===== src/rtl/pi_cmd_receiver.sv =====
`default_nettype none
// ============================================================================
// Module   : pi_cmd_receiver
// Brief    : Raspberry Pi serial command receiver; validates 16-bit frames and
//            updates the chip-control registers in the CLK domain.
// Revision : 1.0 - initial release
// ============================================================================
module pi_cmd_receiver #(
  parameter int           SYNC_STAGES = 2,
  parameter int           ERR_CNT_W   = 8,
  parameter logic [1:0]   RST_CLK_CTL = 2'b10,
  parameter logic [1:0]   RST_K       = 2'b11
) (
  input  logic                 CLK,
  input  logic                 RST,
  input  logic                 pi_clk,
  input  logic                 pi_data,
  input  logic                 pi_load,
  output logic [1:0]           clk_ctl,
  output logic [1:0]           k0,
  output logic [1:0]           k1,
  output logic [1:0]           c_sel,
  output logic [1:0]           enable,
  output logic [1:0]           dat_ctl,
  output logic                 soft_rst,
  output logic                 cmd_ack,
  output logic                 cmd_ok,
  output logic [ERR_CNT_W-1:0] err_cnt
);

  localparam logic [4:0] C_FRAME_BITS = 5'd16;
  localparam logic [4:0] C_CNT_SAT    = 5'd17;
  localparam logic [3:0] C_MAX_ADDR   = 4'd4;

  typedef enum logic [1:0] {
    S_IDLE  = 2'd0,
    S_SHIFT = 2'd1,
    S_CHECK = 2'd2
  } state_t;

  state_t r_state;
  state_t w_state_nxt;

  logic [SYNC_STAGES-1:0] r_clk_sync;
  logic [SYNC_STAGES-1:0] r_data_sync;
  logic [SYNC_STAGES-1:0] r_load_sync;
  logic                   r_clk_dly;
  logic                   r_load_dly;

  logic [15:0]            r_shift;
  logic [4:0]             r_bit_cnt;
  logic [1:0]             r_clk_ctl;
  logic [1:0]             r_k0;
  logic [1:0]             r_k1;
  logic [1:0]             r_c_sel;
  logic [1:0]             r_enable;
  logic [1:0]             r_dat_ctl;
  logic                   r_soft_rst;
  logic                   r_cmd_ack;
  logic                   r_cmd_ok;
  logic [ERR_CNT_W-1:0]   r_err_cnt;

  logic       w_clk_s;
  logic       w_data_s;
  logic       w_load_s;
  logic       w_clk_rise;
  logic       w_load_rise;
  logic       w_shift_en;
  logic [3:0] w_addr;
  logic [7:0] w_data;
  logic       w_accept;

  assign w_clk_s     = r_clk_sync[SYNC_STAGES-1];
  assign w_data_s    = r_data_sync[SYNC_STAGES-1];
  assign w_load_s    = r_load_sync[SYNC_STAGES-1];
  assign w_clk_rise  = w_clk_s & ~r_clk_dly;
  assign w_load_rise = w_load_s & ~r_load_dly;

  assign w_addr   = r_shift[15:12];
  assign w_data   = r_shift[11:4];
  assign w_accept = (r_bit_cnt == C_FRAME_BITS) && !(^r_shift) &&
                    (r_shift[3:1] == 3'b000) && (w_addr <= C_MAX_ADDR);

  always_ff @(posedge CLK) begin
    if (RST) begin
      r_clk_sync  <= '0;
      r_data_sync <= '0;
      r_load_sync <= '0;
      r_clk_dly   <= 1'b0;
      r_load_dly  <= 1'b0;
    end else begin
      r_clk_sync  <= {r_clk_sync[SYNC_STAGES-2:0], pi_clk};
      r_data_sync <= {r_data_sync[SYNC_STAGES-2:0], pi_data};
      r_load_sync <= {r_load_sync[SYNC_STAGES-2:0], pi_load};
      r_clk_dly   <= w_clk_s;
      r_load_dly  <= w_load_s;
    end
  end

  always_ff @(posedge CLK) begin
    if (RST) r_state <= S_IDLE;
    else     r_state <= w_state_nxt;
  end

  // A load edge always beats a coincident clock edge; in IDLE it is simply ignored.
  always_comb begin
    w_state_nxt = r_state;
    w_shift_en  = 1'b0;
    case (r_state)
      S_IDLE: begin
        if (!w_load_rise && w_clk_rise) begin
          w_state_nxt = S_SHIFT;
          w_shift_en  = 1'b1;
        end
      end
      S_SHIFT: begin
        if (w_load_rise) begin
          w_state_nxt = S_CHECK;
        end else if (w_clk_rise) begin
          w_shift_en  = 1'b1;
        end
      end
      S_CHECK: w_state_nxt = S_IDLE;
      default: w_state_nxt = S_IDLE;
    endcase
  end

  always_ff @(posedge CLK) begin
    if (RST) begin
      r_shift    <= '0;
      r_bit_cnt  <= '0;
      r_clk_ctl  <= RST_CLK_CTL;
      r_k0       <= RST_K;
      r_k1       <= RST_K;
      r_c_sel    <= '0;
      r_enable   <= '0;
      r_dat_ctl  <= '0;
      r_soft_rst <= 1'b0;
      r_cmd_ack  <= 1'b0;
      r_cmd_ok   <= 1'b0;
      r_err_cnt  <= '0;
    end else begin
      r_soft_rst <= 1'b0;
      r_cmd_ack  <= 1'b0;
      if (w_shift_en) begin
        r_shift <= {r_shift[14:0], w_data_s};
        if (r_bit_cnt != C_CNT_SAT) r_bit_cnt <= r_bit_cnt + 5'd1;
      end
      if (r_state == S_CHECK) begin
        r_bit_cnt <= '0;
        if (w_accept) begin
          r_cmd_ack <= 1'b1;
          r_cmd_ok  <= 1'b1;
          case (w_addr)
            4'd0: r_clk_ctl <= w_data[1:0];
            4'd1: begin
              r_k0 <= w_data[1:0];
              r_k1 <= w_data[3:2];
            end
            4'd2: r_c_sel <= w_data[1:0];
            4'd3: begin
              r_enable  <= w_data[1:0];
              r_dat_ctl <= w_data[3:2];
            end
            default: r_soft_rst <= 1'b1;
          endcase
        end else begin
          r_cmd_ok <= 1'b0;
          if (r_err_cnt != {ERR_CNT_W{1'b1}}) r_err_cnt <= r_err_cnt + 1'b1;
        end
      end
    end
  end

  assign clk_ctl  = r_clk_ctl;
  assign k0       = r_k0;
  assign k1       = r_k1;
  assign c_sel    = r_c_sel;
  assign enable   = r_enable;
  assign dat_ctl  = r_dat_ctl;
  assign soft_rst = r_soft_rst;
  assign cmd_ack  = r_cmd_ack;
  assign cmd_ok   = r_cmd_ok;
  assign err_cnt  = r_err_cnt;

endmodule
`default_nettype wire


===== config.mk =====
export PLATFORM = sky130hd
export DESIGN_NAME = pi_cmd_receiver
export DESIGN_NICKNAME = d
export VERILOG_FILES = /design/src/rtl/pi_cmd_receiver.sv
export SDC_FILE = /design/constraint.sdc
export NUM_CORES = 1
export LEC_CHECK = 0
export ABC_AREA = 1
export BUFFER_PORTS_ARGS = -buffer_cell sky130_fd_sc_hd__buf_2
export CAP_MARGIN = 20
export CORE_MARGIN = 3
export CORE_UTILIZATION = 45
export CTS_CLUSTER_DIAMETER = 50
export CTS_CLUSTER_SIZE = 20
export DETAILED_ROUTE_END_ITERATION = 7
export GPL_TIMING_DRIVEN = 0
export PLACE_DENSITY = 0.76
export SLEW_MARGIN = 5
export SYNTH_ARGS = -nofsm -noshare
export SYNTH_HDL_FRONTEND = slang
export SYNTH_SLANG_ARGS = --single-unit

===== constraint.sdc =====
create_clock -name CLK -period 2.45 [get_ports CLK]
set_input_delay 0.245 -clock CLK [delete_from_list [all_inputs] [get_ports CLK]]
set_output_delay 0.245 -clock CLK [all_outputs]
set_load 0.03 [all_outputs]

# == Yosys cells after proc, flatten, opt, wreduce, memory -nomap -nowiden ==
# Cells that the tools add are included.
# W data, S select, Z words.
# word_totals
reg_bits,54
inputBits,5
out_inout_bits,23
wordCells,67
# op_classes
n_addsub,2
magnitude_cmp,1
n_eq_ne,10
muxes,9
bitwise,6
reduce_logical,21
# op_table
operator,count
$reduce_xor A16 Y1,1
$reduce_and A3 Y1,5
$add A8 B1 Y8 const B,1
$eq A4 B2 Y1 const B,2
$ne A8 B8 Y1 const B,1
$add A5 B1 Y5 const B,1
$eq A5 B5 Y1 const B,1
$mux W1,5
$ne A5 B5 Y1 const B,1
$eq A4 B1 Y1 const B,1
$le A4 B3 Y1 const B,1
$logic_and A1 B1 Y1,4
$logic_not A4 Y1,1
$mux W2,2
$ne A2 B2 Y1 const B,2
$not A1 Y1,4
$pmux W2 S2,1
$reduce_and A2 Y1,2
$reduce_or A2 Y1,2
$reduce_or A4 Y1,1
$logic_not A3 Y1,1
$reduce_or A3 Y1,1
$and A1 B1 Y1,2
$eq A2 B1 Y1 const B,1
other kinds (4),5

# == Longest topological paths before layout ==
# Gate-level depths: netlist (run 1).
# depth
word_depth,7
ltp_mapped,14
ltp_nobuf,13

# == Worst setup path after synthesis (run 1) ==
# No wires, ideal clock.
# synth_timing
path_type,reg-to-reg
start,reg r_shift[12]
end,"reg r_k0[0], in the netlist k0[0]"
setup_time_ns,0.130
arrival_time_ns,1.643
t_required_ns,2.320
path_slack_ns,0.677
path_stages_with_launch,12
path_buffers,0
period_less_slack_ns,1.773
path_cell_list,dfxtp_1 inv_1 ha_1 xor2_1 nand3_1 nand2_1 nand3_1 nand3_4 nor2_8 nand2_4 nand2_1 nand3_1
# synth_via
elab_chain_len,6
word_cells_on_any_way,8
classes_between,order compare (1); eq/ne (1); reduce/logical (6)
# synth_rtl
element,line,text
start: declaration,50,logic [15:0] r_shift;
start signal: assignment,146,"r_shift <= {r_shift[14:0], w_data_s};"
$reduce_xor A16 Y1,81,assign w_accept = (r_bit_cnt == C_FRAME_BITS) && !(^r_shift) &&
$logic_not A1 Y1,81,
$logic_and A1 B1 Y1 (2 in a row),81,
$logic_and A1 B1 Y1,82,(r_shift[3:1] == 3'b000) && (w_addr <= C_MAX_ADDR);
$reduce_and A3 Y1 (no line) *,-,
end signal: assignment,157,r_k0 <= w_data[1:0];
end: declaration,53,logic [1:0] r_k0;
# Every way passes the cells marked *; elsewhere a longest branch is shown, timed or not.
# A chain may end at the register's enable or synchronous reset.

# == Worst setup path in the final report (run 1) ==
# layout_timing
start,reg r_shift[12]
end,"reg r_k1[0], in the netlist k1[0]"
# layout_via
elab_chain_len,6
word_cells_on_any_way,8
classes_between,order compare (1); eq/ne (1); reduce/logical (6)
# layout_rtl
element,line,text
$reduce_xor A16 Y1,81,
$logic_not A1 Y1,81,
$logic_and A1 B1 Y1 (2 in a row),81,
$logic_and A1 B1 Y1,82,
$reduce_and A3 Y1 (no line) *,-,
end signal: assignment,158,r_k1 <= w_data[3:2];
end: declaration,54,logic [1:0] r_k1;
# Marked as above.

==> results of run 1 <==
-- cells by family after synthesis --
group	Yosys count	synth area share [%]
buf+inv	61	9.35
fa+ha+maj	10	4.82
flops	54	41.7
simple gates	176	31.7
compound gates	47	9.45
xor+xnor	9	3.04
-- through the flow --
| stage | setup slack [ps] | cells | hold WS (ps) |
|---|---|---|---|
| final | 428 | 464 | 133 |
| after global routing | 237 | 464 | 131 |
| after floorplan | 677 | 357 | 352 |
| after CTS | 432 | 464 | 130 |
| after global placement | 488 | 456 | 391 |
| after detailed placement | 454 | 456 | 394 |
-- cell usage after synthesis, types with 5 or more instances --
master / n / area share [%]
ha_1: 10 / 4.8
dfxtp_1: 54 / 42
nor2_1: 35 / 5.1
inv_1: 47 / 6.8
a21oi_1: 28 / 5.4
nand4_1: 12 / 2.9
nand2_2: 7 / 1.7
clkbuf_1: 5 / 0.72
nand3_1: 23 / 4.4
xor2_1: 6 / 2.0
o21ai_0: 17 / 3.3
nand2_1: 85 / 12
-- worst paths after layout --
kind                   from  slack, ps        endpoint
max             r_shift[12]        430           k1[0]
min                  pi_clk        130   r_clk_sync[0]
max reg2reg     r_shift[12]        430           k1[0]
min reg2reg  r_data_sync[0]        410  r_data_sync[1]
-- state kept, by name, summed over array words and instances (netlist names), 2 cells and up --
register and cells:
r_shift 16, r_load_sync 2, dat_ctl 2, c_sel 2, r_clk_sync 2, k1 2, enable 2, r_bit_cnt 5
clk_ctl 2, k0 2, r_state 2, err_cnt 8, r_data_sync 2
-- per-layer routing --
| metal | track usage (%) | routed length (um) |
|---|---|---|
| met4 | 4.82 | 63 |
| met1 | 20.3 | 2400 |
| met2 | 27.9 | 2410 |
| met3 | 3.73 | 184 |
| met5 | 0 | 0 |
-- cell type report --
cell class	count	area share [%]
Clock inverter	3	1.49
Multi-Input combinational cell	242	43.3
Sequential cell	54	36.9
Buffer	10	1.75
Timing Repair Buffer	27	4.61
Inverter	51	6.53
Tap cell	72	3.07
Clock buffer	5	2.35
-- worst min-delay path, cell delays in order --
cell    delay, ps
buf_2          90
inv_1          40
nor2_1         30
-- power groups by stage --
stage          Clock, mW  Sequential (mW)  Combinational, mW
5_1_grt            0.647            0.913              0.199
4_1_cts            0.617            0.911              0.175
3_5_place_dp           0            0.931              0.174
6_report           0.605            0.911              0.175
2_1_floorplan          0            0.928              0.139
3_3_place_gp           0            0.930              0.169
-- cell usage in the layout, fill, tap and decap left out --
cell and instances:
o2111ai_1 1, clkinv_1 1, nand4_1 12, dfxtp_1 54, ha_1 10, nor2_2 3, buf_4 1, nand3_1 23
nand2_2 7, nor2_1 35, o21ai_0 17, nor4_1 1, buf_6 1, inv_6 1, inv_1 47, buf_2 29
nand3_4 2, nor4b_1 1, or2_2 2, inv_2 3, buf_1 1, nor3b_1 1, nor2_8 1, nor3_1 1
nand4_2 1, clkbuf_1 5, clkinv_2 1, xnor2_1 3, a21oi_1 28, nand2_1 85, xor2_1 6, clkbuf_8 5
nand2_4 1, bufinv_16 1, o2111a_1 1
==> impl_metrics.yaml, run 1 <==
logic_synthesis:
  synth_edf_count: 0
  ys.flop_type: "dfxtp_1"
  syn_avg_cell_area_um2: 7.27
  yosysUniqueCellTypes: 31
  synth_area_um2: 2590
  synthArstFlopShare_pct: 0
  ys_ff_latch: 54
  syn_inst: 357
  syn_nets: 372
  ys_seq_area_share_pct: 41.7
  yosysWarnings: 0
final_layout:
  seq_area_um2: 1080
  multiInputGateArea_um2: 1270
  nFillCells: 543
  num_antenna_cells: 0
  fin_area_um2: 2930
  finalNetCount: 406
  synthToLayoutAreaGrowth_pct: 13.0
  drive_gt1_share_pct: 15.1
  fin_util_pct: 52.9
setup_path:
  crit_path_frequent_cell: "nand3_1"
  startpoint_type: "flop"
  r2r.worst_path.cells: 11
  crit_chain: "inv_1 -> ha_1 -> xor2_1 -> nand3_1 -> nand2_1 -> nand3_1 -> nand3_4 -> nor2_8 -> nand2_4 -> nand2_1 -> nand3_1"
  worst-setup-path-type: "flop to flop"
  cpMaxStageDelayCell: "dfxtp_1"
  worst-path-max-fanout: 10
  required_ps: 2640
  cp.arrival_ps: 2210
  crit_path_max_incr_delay_ps: 410
  crit_family: "simple AND/OR/NAND/NOR gates"
  cp.depth: 11
  worstSetupEndpointType: "flop"
  worst-path-buf-inv: 1
worst_hold_path:
  hold_path_class: "input pin to flop"
  whs_path_depth: 3
run_status:
  status: "finished clean"
global_routing:
  antenna_found_initial: 0
  grt_use_total_pct: 16.3
  grt_max_degree: 18
  grt_pass1_wl_mm: 8.67
  grt_pass1_vias: 2071
  grt-ovfl-total: 0
power_and_ir_drop:
  switching_power_uw: 428
  pwr-share-clk_pct: 35.8
  power.density_nw_per_um2: 576
  p_total_mw: 1.69
  leakagePower_nw: 1.44
  ir_worst_vdd_v: 0.000406
  intPower_mw: 1.26
  pwr-share-seq_pct: 53.9
  combPwrFrac_pct: 10.3
  p_sw_share_pct: 25.3
clock_tree:
  cts_buffers: 5
  insertion_delay_ps: 310
  hold_buffers: 0
  cts_resized: 0
  h-tree-depth: 2
  cts_root_buffer: "clkbuf_8"
  clock_path_buffers: 2
  cts_setup_buffers: 0
  cts_tree: "built"
  clkSinkCount: 54
  cts.clk_slew.worst_paths_ps: 100
floorplan:
  core-area_um2: 5540
  std_cell_rows: 27
  io_pins: 28
  die_area_um2: 6710
  die_h_um: 81.9
  initial_core_util_pct: 46.8
  die_w_um: 81.9
sta:
  drv_slew: 0
  slew_headroom_pct: 66.2
  max_freq_mhz: 494
  finClkSkew_ps: 7.85
  hold_viol_final: 0
  fin_crit_sh_pct: 82.5
  period_minus_slack_ps: 2020
  setup_violations: 0
  setup-tns-final_ps: 0
  rsz0062_at_grt: "false"
  worstMarginPinSlew_ps: 507
detailed_routing:
  drt_iter0_markers: 70
  firstDrtPassIters: 4
  vias: 2251
  wl_per_cell_um: 10.9
  antenna_left: 0
  drc_errors: 0
  wl_mm: 5.05
  vias_per_cell: 4.85
place:
  numPortBuffers: 27
  placed_area_um2: 2820
  hpwl_mm: 3.78
  gp_congestion: 0.866
flow_run:
  drv_cap: 0
No activity file was read; power rests on OpenSTA's default activity.
==> inputs of run 2 (changes only) <==
--- a/config.mk
+++ b/config.mk
@@ -14,7 +14,7 @@
 export CTS_CLUSTER_SIZE = 20
 export DETAILED_ROUTE_END_ITERATION = 7
 export GPL_TIMING_DRIVEN = 0
-export PLACE_DENSITY = 0.76
+export PLACE_DENSITY = 0.78
 export SLEW_MARGIN = 5
 export SYNTH_ARGS = -nofsm -noshare
 export SYNTH_HDL_FRONTEND = slang
==> constraint.sdc (replaced) <==
create_clock -name CLK -period 1.85 [get_ports CLK]
set_input_delay 0.185 -clock CLK [delete_from_list [all_inputs] [get_ports CLK]]
set_output_delay 0.185 -clock CLK [all_outputs]
set_load 0.03 [all_outputs]
==> impl_metrics.yaml, run 2 (same netlist as run 1, synthesis figures left out) <==
clock_tree:
  insertion_delay_ps: 300
  clkSinkCount: 54
  cts_root_buffer: "clkbuf_8"
  clock_path_buffers: 2
  cts.clk_slew.worst_paths_ps: 90
  h-tree-depth: 2
  cts_buffers: 5
  cts_tree: "built"
final_layout:
  fin_util_pct: 55.0
  num_antenna_cells: 0
  mostFrequentLayoutCells: "82 x nand2_1, 49 x dfxtp_1, 44 x inv_1"
  final_common_cell: "nand2_1"
  drive_gt1_share_pct: 21.2
  largest_register_ffs: 16
  finalNetCount: 411
  fin_area_um2: 3050
  instances_no_fill: 468
  regMostFlops: "r_shift"
  synthToLayoutAreaGrowth_pct: 17.4
sta:
  fin_crit_sh_pct: 96.5
  hold_viol_final: 0
  period_minus_slack_ps: 1790
  max_freq_mhz: 560
  rsz0062_at_grt: "true"
  setup-tns-final_ps: 0
  fin_ws_ps: 64.3
  whs_ps: 83.7
  slew_headroom_pct: 66.6
  finClkSkew_ps: 8.30
  drv_slew: 0
  setup_violations: 0
  worstMarginPinSlew_ps: 500
global_routing:
  antenna_found_initial: 0
  grt_pass1_wl_mm: 8.63
  grt_max_degree: 16
  grt-ovfl-total: 0
  grt_use_total_pct: 16.0
  grt_pass1_vias: 2043
place:
  gp_congestion: 0.882
  placed_area_um2: 2820
  place_inst: 456
  hpwl_mm: 3.71
  dpl_worst_slack_ps: -122
  numPortBuffers: 27
detailed_routing:
  wl_per_cell_um: 11.6
  drc_errors: 0
  drt_iter0_markers: 124
  vias_per_cell: 5.02
  wl_met1_mm: 2.46
  antenna_left: 0
  routed.top_layer: "met4"
  firstDrtPassIters: 4
  vias: 2350
  wl_mm: 5.42
  wl_met2_mm: 2.59
  wl_met3_um: 223
floorplan:
  core-area_um2: 5540
  die_h_um: 81.9
  die_w_um: 81.9
  die_area_um2: 6710
  std_cell_rows: 27
  initial_core_util_pct: 46.8
  io_pins: 28
setup_path:
  worst-setup-path-type: "flop to flop"
  cp.arrival_ps: 2030
  required_ps: 2090
  worst-path-max-fanout: 8
  worstSetupEndpointType: "flop"
  startpoint_type: "flop"
power_and_ir_drop:
  p_total_mw: 2.14
  power.density_nw_per_um2: 702
  ir_worst_vdd_v: 0.000471
  leakagePower_nw: 1.45
flow_run:
  drv_cap: 0
worst_hold_path:
  hold_path_class: "input pin to flop"
run_status:
  status: "finished clean"
## run 2: worst paths after layout
path / startpoint / endpoint / slack [ps] / cells past startpoint
setup reg to reg: r_shift[12] / dat_ctl[0] / 60 / 12
setup / recovery: r_shift[12] / dat_ctl[0] / 60 / 12
hold reg to reg: r_clk_sync[0] / r_clk_sync[1] / 400 / 2
hold / removal: pi_clk / r_clk_sync[0] / 80 / 3
## run 2: metal layers
metal	global-route usage (%)	up-vias
li1	-	1204
met1	20.6	1072
met2	26.4	55
met3	3.62	19
met4	5.32	0
met5	0	-
## run 2: area by class of cell
class / count / area (um2)
fill: 522 / 2490
timing repair buffer: 32 / 185
clock inverter: 1 / 7.51
clock buffer: 6 / 72.6
buffer: 10 / 51.3
multi-input combinational: 242 / 1360
sequential: 54 / 1090
inverter: 51 / 191
tap: 72 / 90.1
## run 2: critical path: stages, from the launching register on
cell and delay (ps):
dfxtp_2 370, inv_2 70, ha_4 290, xor2_2 150
nand3_1 100, nand2_2 110, nand2_2 60, nand2_2 80
buf_4 120, nand4_4 120, nand2_1 100, nand2_1 50
nor2_1 100
## run 2: report_power, final
group          internal [mW]  switching (mW)  total [mW]
sequential              1.19          0.0195        1.21
combinational          0.117           0.185       0.301
clock                  0.261           0.368       0.629
total                   1.57           0.572        2.14
## run 2: timing repair
| item | CTS | global route |
|---|---|---|
| setup buffers | 1 | 4 |
| cloned | 0 | 0 |
| resized for setup | 8 | 16 |
| hold buffers | 0 | 0 |
| pin swaps | 3 | 16 |
| setup endpoints to repair | 23 | 22 |
==> inputs of run 3 (changes only) <==
--- a/config.mk
+++ b/config.mk
@@ -9,12 +9,12 @@
 export BUFFER_PORTS_ARGS = -buffer_cell sky130_fd_sc_hd__buf_2
 export CAP_MARGIN = 20
 export CORE_MARGIN = 3
-export CORE_UTILIZATION = 45
+export CORE_UTILIZATION = 48
 export CTS_CLUSTER_DIAMETER = 50
 export CTS_CLUSTER_SIZE = 20
 export DETAILED_ROUTE_END_ITERATION = 7
 export GPL_TIMING_DRIVEN = 0
-export PLACE_DENSITY = 0.78
+export PLACE_DENSITY = 0.82
 export SLEW_MARGIN = 5
 export SYNTH_ARGS = -nofsm -noshare
 export SYNTH_HDL_FRONTEND = slang
==> impl_metrics.yaml, run 3 (same netlist as run 1, synthesis figures left out) <==
floorplan:
  core-area_um2: 5170
  die_w_um: 79.5
  die_h_um: 79.5
  io_pins: 28
  die_area_um2: 6320
  std_cell_rows: 26
  initial_core_util_pct: 50.2
setup_path:
  worstSetupEndpointType: "flop"
  r2r_start: "r_shift[13]"
  reg2reg_slack_ps: 80
  worst-setup-path-type: "flop to flop"
  cpMaxStageDelayCell: "dfxtp_4"
  crit_chain: "inv_4 -> ha_4 -> xor2_2 -> nand3_1 -> nand2_2 -> nand3_2 -> nand3_4 -> buf_4 -> nand4_1 -> a21oi_1"
  worst-path-max-fanout: 7
  cp.arrival_ps: 2000
  crit_path_max_incr_delay_ps: 380
  reg2reg_to: "err_cnt[0]"
  required_ps: 2080
  r2r.worst_path.cells: 10
  startpoint_type: "flop"
final_layout:
  num_antenna_cells: 0
  synthToLayoutAreaGrowth_pct: 19.6
  largest_register_ffs: 16
  mostFrequentLayoutCells: "77 x nand2_1, 44 x dfxtp_1, 42 x inv_1"
  finalNetCount: 414
  regMostFlops: "r_shift"
  final_common_cell: "nand2_1"
  drive_gt1_share_pct: 25.5
  instances_no_fill: 470
detailed_routing:
  wl_mm: 5.50
  drt_iter0_markers: 126
  drc_errors: 0
  firstDrtPassIters: 7
  vias_per_cell: 5.10
  wl_per_cell_um: 11.7
  vias: 2399
  antenna_left: 0
sta:
  max_freq_mhz: 566
  rsz0062_at_grt: "true"
  fin_ws_ps: 83.4
  fin_crit_sh_pct: 95.5
  period_minus_slack_ps: 1770
  drv_slew: 0
  slew_headroom_pct: 65.0
  setup_violations: 0
  worstMarginPinSlew_ps: 525
  finClkSkew_ps: 2.35
  hold_viol_final: 0
place:
  gp_congestion: 0.886
  numPortBuffers: 27
  hpwl_mm: 3.84
  place_inst: 454
  dpl_worst_slack_ps: -160
clock_tree:
  cts_root_buffer: "clkbuf_8"
  cts_buffers: 5
  cts_tree: "built"
  cts.clk_slew.worst_paths_ps: 90
  h-tree-depth: 2
  hold_buffers: 0
  clkSinkCount: 54
  insertion_delay_ps: 310
  clock_path_buffers: 2
flow_run:
  drv_cap: 0
worst_hold_path:
  hold_path_class: "input pin to flop"
  hold_path_startpoint: "pi_data"
  whs_path_depth: 3
  min_to: "r_data_sync[0]"
power_and_ir_drop:
  leakagePower_nw: 1.47
  power.density_nw_per_um2: 699
  ir_worst_vdd_v: 0.000577
global_routing:
  grt_pass1_vias: 2070
  grt-ovfl-total: 0
  grt_max_degree: 16
  grt_pass1_wl_mm: 9.08
  grt_use_total_pct: 17.7
  antenna_found_initial: 0
run_status:
  status: "finished clean"
run 3: cell types whose count changed in the layout (fill, tap and decap cells not counted), moves of 3 or more:
cell / previous run / this run
nand2_2: 10 / 15
nand2_1: 82 / 77
buf_4: 5 / 8
dfxtp_1: 49 / 44
dfxtp_2: 5 / 8
run 3: stage by stage:
| stage | setup TNS, ps | cell area [um2] | total power [mW] | util, % | hold WS, ps |
|---|---|---|---|---|---|
| final | 0 | 3100 | 2.17 | 60.0 | 72.2 |
| after global routing | -74.6 | 3100 | 2.27 | 60.0 | 72.7 |
| after CTS | 0 | 2990 | 2.15 | 57.8 | 68.1 |
| after detailed placement | -2240 | 2820 | 1.46 | 54.5 | 394 |
| after global placement | -1220 | 2820 | 1.45 | 54.5 | 384 |
| after floorplan | 0 | 2590 | 1.41 | - | 292 |
run 3: worst max path at each step:
stage / start / endpoint / slack (ps) / cells after the start
final: r_shift[13] / err_cnt[0] / 80 / 10
after global placement: r_shift[12] / k0[0] / -110 / 11
after global routing: r_shift[13] / c_sel[1] / -50 / 11
after floorplan: r_shift[12] / k0[0] / 80 / 11
after detailed placement: r_shift[12] / k1[1] / -160 / 11
after CTS: r_shift[13] / err_cnt[0] / 4 / 10
run 3: routing by layer:
layer | vias up | routed length [um] | GRT usage, %
li1 | 1225 | - | -
met1 | 1100 | 2470 | 22.1
met2 | 58 | 2700 | 31.3
met3 | 16 | 230 | 3.05
met4 | 0 | 110 | 4.47
met5 | - | 0 | 0
run 3: final cells by class:
type / instances / area (um2)
well taps: 70 / 87.6
fillers: 450 / 2070
flip-flops and latches: 54 / 1100
multi-input cells: 242 / 1380
repair buffers: 35 / 195
plain buffers: 10 / 55.1
inverters: 51 / 196
clock inverters: 1 / 5.00
clock buffers: 7 / 86.3
run 3: critical path: cells and delay by family (launching register included):
kind                       cells  cell delay, ps
DFF                            1             380
buffers and inverters          2             190
and+or+nand+nor                5             510
adders and majority gates      1             280
xor gates and xnor gates       1             150
AOI/OAI and AO/OA              1             180
run 3: what timing repair did:
| item | 4_1_cts | 5_1_grt |
|---|---|---|
| pin swaps | 3 | 23 |
| setup endpoints to repair | 23 | 23 |
| gates resized for setup | 7 | 35 |
| setup buffers | 5 | 3 |
run 3: power breakdown:
part | internal, mW | switching (mW) | total [mW] | leakage (nW)
combinational | 0.103 | 0.181 | 0.284 | 0.982
clock | 0.303 | 0.376 | 0.679 | 0.0482
sequential | 1.19 | 0.0210 | 1.21 | 0.443
total | 1.59 | 0.578 | 2.17 | 1.47
